$ cat src/rtl/count_chk_pkg.sv
// Shared types and defaults for the counter sequence checker.
// The optional wrap tracking in the top is enabled by COUNT_CHK_WRAP_EN.
package count_chk_pkg;

    typedef enum logic {
        ACQUIRE = 1'b0,
        LOCKED  = 1'b1
    } chk_state_e;

    localparam int HIT_THRESH = 2;

    localparam int DEF_WIDTH  = 3;
    localparam int DEF_SETTLE = 2;
    localparam int DEF_ERR_W  = 8;
    localparam int DEF_WRAP_W = 8;

endpackage

$ cat src/rtl/count_settle_filter.sv
// Two-flop synchronizer plus stability filter for the monitored counter.
// Emits a one-cycle event when a new settled value differs from cur_i.
module count_settle_filter
    import count_chk_pkg::*;
#(
    parameter int WIDTH  = DEF_WIDTH,
    parameter int SETTLE = DEF_SETTLE
) (
    input  logic             clk_i,
    input  logic             rst_i,
    input  logic [WIDTH-1:0] cnt_i,
    input  logic [WIDTH-1:0] cur_i,
    output logic             ev_o,
    output logic [WIDTH-1:0] new_o
);

    localparam int SW = (SETTLE < 1) ? 1 : $clog2(SETTLE + 1);
    localparam logic [SW-1:0] STAB_MAX = SW'(SETTLE);
    localparam logic [SW-1:0] STAB_HIT = SW'(SETTLE - 1);

    logic [WIDTH-1:0] sync1_q;
    logic [WIDTH-1:0] sync2_q;
    logic [WIDTH-1:0] cand_q, cand_d;
    logic [SW-1:0]    stab_q, stab_d;

    always_ff @(posedge clk_i or posedge rst_i) begin
        if (rst_i) begin
            sync1_q <= '0;
            sync2_q <= '0;
            cand_q  <= '0;
            stab_q  <= '0;
        end else begin
            sync1_q <= cnt_i;
            sync2_q <= sync1_q;
            cand_q  <= cand_d;
            stab_q  <= stab_d;
        end
    end

    always_comb begin
        cand_d = cand_q;
        stab_d = stab_q;
        if (sync2_q != cand_q) begin
            cand_d = sync2_q;
            stab_d = '0;
        end else if (stab_q != STAB_MAX) begin
            stab_d = stab_q + 1'b1;
        end
    end

    // Fires once: the cycle after, cur_i has caught up with cand_q.
    assign ev_o  = (cand_q != cur_i) && (sync2_q == cand_q)
                && (stab_q == STAB_HIT);
    assign new_o = cand_q;

endmodule

$ cat config.mk
export PLATFORM = sky130hd
export DESIGN_NAME = count_settle_filter
export DESIGN_NICKNAME = d
export VERILOG_FILES = /design/src/rtl/count_chk_pkg.sv /design/src/rtl/count_settle_filter.sv
export SDC_FILE = /design/constraint.sdc
export NUM_CORES = 1
export LEC_CHECK = 0
export ABC_CLOCK_PERIOD_IN_PS = 1400
export CAP_MARGIN = 10
export CORE_AREA = 2 2 39 41
export CTS_BUF_LIST = sky130_fd_sc_hd__clkbuf_4 sky130_fd_sc_hd__clkbuf_8
export CTS_CLUSTER_SIZE = 16
export DETAILED_ROUTE_END_ITERATION = 8
export DIE_AREA = 0 0 41 43
export GPL_ROUTABILITY_DRIVEN = 1
export PLACE_DENSITY_LB_ADDON = 0.2
export SYNTH_ARGS = -nofsm -noshare
export SYNTH_HDL_FRONTEND = slang
export SYNTH_SLANG_ARGS = --single-unit
$ cat constraint.sdc
create_clock -name clk_i -period 1.4 [get_ports clk_i]
set_input_delay 0.42 -clock clk_i [delete_from_list [all_inputs] [get_ports clk_i]]
set_output_delay 0.42 -clock clk_i [all_outputs]
set_load 0.05 [all_outputs]
==> flow_metrics.tcl <==
set metrics [dict create \
    path_clk_slew_ns 0.07 \
    ys_types 11 \
    drtPass1Iterations 2 \
    worst_ep_arrival_time_ns 1.36 \
    grt_pass1_wl_mm 1.10 \
    grt_overflow 0 \
    drv_slew 0 \
    path_class "reg2out" \
    powerDensity_nw_per_um2 956 \
    worst_slew_pin_slew_ns 0.392 \
    htree_levels 1 \
    yosysMostFrequentCell "dfrtp_1" \
    layout.nets 62 \
    drc 0 \
    multi_input_area_sq_um 171 \
    grtUsageTotal_pct 10.4 \
    ys_async_sr_fraction_pct 100 \
    fp.dieW_um 41 \
    cts_tree "built" \
    antenna_found_initial 0 \
    synthCells 33 \
    fin_ws_ns -0.381 \
    hpwl_um 486 \
    register_area_sq_um 279 \
    min_path_cells 0 \
    grt_max_degree 12 \
    status "finished with violations" \
    start_util_pct 30.2 \
    fin_crit_sh_pct 127 \
    core_sq_um 1380 \
    ys_seq_area_share_pct 65.9 \
    fin_crit_ns 1.78 \
    area_growth_pct 70.4 \
    seqPwrFrac_pct 51.3 \
    numCtsBuffers 3 \
    p_comb_share_pct 18.5 \
    yosysTopAreaCellShare_pct 65.9 \
    ys.flop_type "dfrtp_1" \
    p_total_uw 681 \
    ys_top_cells_by_area "dfrtp_1 66%, xor2_1 8.4%, xnor2_1 6.3%" \
    n_fill_cell 117 \
    ys_seq_elements 11 \
    placed_cell_area_sq_um 629 \
    crit_required_ns 0.98 \
    maxSlewHeadroom_pct 73.9 \
    ir_worst_vdd_mv 0.623 \
    p_clk_share_pct 30.2 \
    start_kind "register" \
    io_buffers 11 \
    p_sw_uw 168 \
    wl_um 600 \
    via_per_inst 4.03 \
    yosysTopAreaCell "dfrtp_1" \
    io_pins 12 \
    power_leakage_uw 0.000328 \
    synth_commonest_cells "11 x dfrtp_1, 4 x xor2_1" \
    globalplace.congestion 0.620 \
    dieArea_sq_um 1760 \
    clk_path_buf_depth 2 \
    clkSinkCount 11 \
    synth_area_per_cell_sq_um 12.7 \
    fin_worst_skew_ns 0.00733 \
    wl_per_cell_um 8.96 \
    final_core_util_pct 51.4 \
    die_h_um 43 \
    drive_gt1_share_pct 47.1 \
    final_hold_viol_count 0 \
    synth_area_sq_um 418 \
    rows 14 \
    cap_violations 0 \
    synth_edf_count 0 \
    min_path_type "reg2reg" \
    fin_area_sq_um 712 \
    yosys_warnings 0 \
    violations "negative setup slack" \
    crit_fanout 3 \
    clock_latency_ns 0.26 \
    num_vias 270 \
    cts_root_buffer "clkbuf_4" \
    max_freq_ghz 0.561 \
    endpoint_kind "output pin" \
    swShare_pct 24.7 \
    ant_nets 0 \
    diodes 0 \
    grt_setup_unrepaired "yes" \
    setup_viol 3 \
    reg2regPathDepth 5 \
    drtIter0Drc 2 \
    grt_pass1_vias 289 \
    synth_nets 43 \
    p_int_uw 513 \
]
routing by layer:
layer  global-route usage [%]  part of all wire, %
met1                     10.0                   35
met2                     15.9                   53
met3                     3.14                  9.8
met4                     10.0                  1.7
met5                        0                    0
cell families (layout without fill, tap and decap cells):
family | count (synthesis) | in the layout | share of synthesized area, %
and+or+nand+nor | 6 | 6 | 6.88
adders and majority gates | 2 | 2 | 5.99
DFF | 11 | 11 | 65.9
AOI/OAI and AO/OA | 1 | 1 | 1.20
xor gates and xnor gates | 7 | 7 | 14.7
buffers and inverters | 6 | 24 | 5.39
power groups by stage:
stage | registers [uW] | clock network (uW) | logic (uW)
floorplan | 366 | 0 | 38.6
global placement | 352 | 0 | 112
detailed placement | 353 | 0 | 115
CTS | 350 | 215 | 127
global route | 353 | 233 | 137
finish | 350 | 205 | 126
path summary, 6_finish.rpt:
check                        endpoint        from  slack (ns)
min in group asynchronous  sync1_q[0]       rst_i        0.43
max in group asynchronous    new_o[0]       rst_i        0.67
hold reg to reg            sync2_q[2]  sync1_q[2]        0.35
hold / removal             sync2_q[2]  sync1_q[2]        0.35
setup / recovery                 ev_o    new_o[1]       -0.38
setup reg to reg            stab_q[1]    new_o[1]        0.23
area by class of cell:
cell class                 count  area share (%)
sequential                    11            39.2
multi-input combinational     16            24.1
clock buffer                   3            3.16
inverter                       3            1.58
clock inverter                 1           0.703
tap                           16            2.81
timing repair buffer          17            28.5
critical path, cell delays in order (launching register included):
cell,delay [ns]
dfrtp_2,0.45
xnor2_2,0.15
nand3_2,0.11
nor3b_4,0.22
buf_12,0.16
placed cells by master, fill, tap and decap left out:
cell type / n
inv_1: 3
dlygate4sd2_1: 3
clkbuf_4: 3
buf_12: 4
clkinv_2: 1
buf_4: 3
buf_6: 3
xor2_1: 3
ha_1: 2
nand3_2: 1
xnor2_2: 3
dfrtp_1: 8
nor3b_4: 1
dfrtp_2: 3
nor3_2: 1
nor2_1: 3
xor2_2: 1
a21oi_1: 1
clkdlybuf4s50_1: 4
metrics by stage:
stage | TNS [ns] | std cells | hold WS, ns | setup WS, ns
after floorplan | -0.385 | 33 | 0.272 | -0.385
after global placement | -0.624 | 62 | 0.336 | -0.624
after detailed placement | -0.678 | 62 | 0.343 | -0.678
after CTS | -0.558 | 67 | 0.358 | -0.406
after global routing | -0.695 | 67 | 0.365 | -0.477
final | -0.486 | 67 | 0.353 | -0.381
repair_timing:
item	CTS	global route
endpoints found under the setup margin	4	4
setup buffers	2	0
hold buffers	0	0
resized for setup	11	1
pin swaps	6	0
registers in the layout, indices dropped and copies added, names as in the netlist:
signal	flops
stab_q	2
sync2_q	3
sync1_q	3
new_o	3
(Power assumes the default switching activity.)
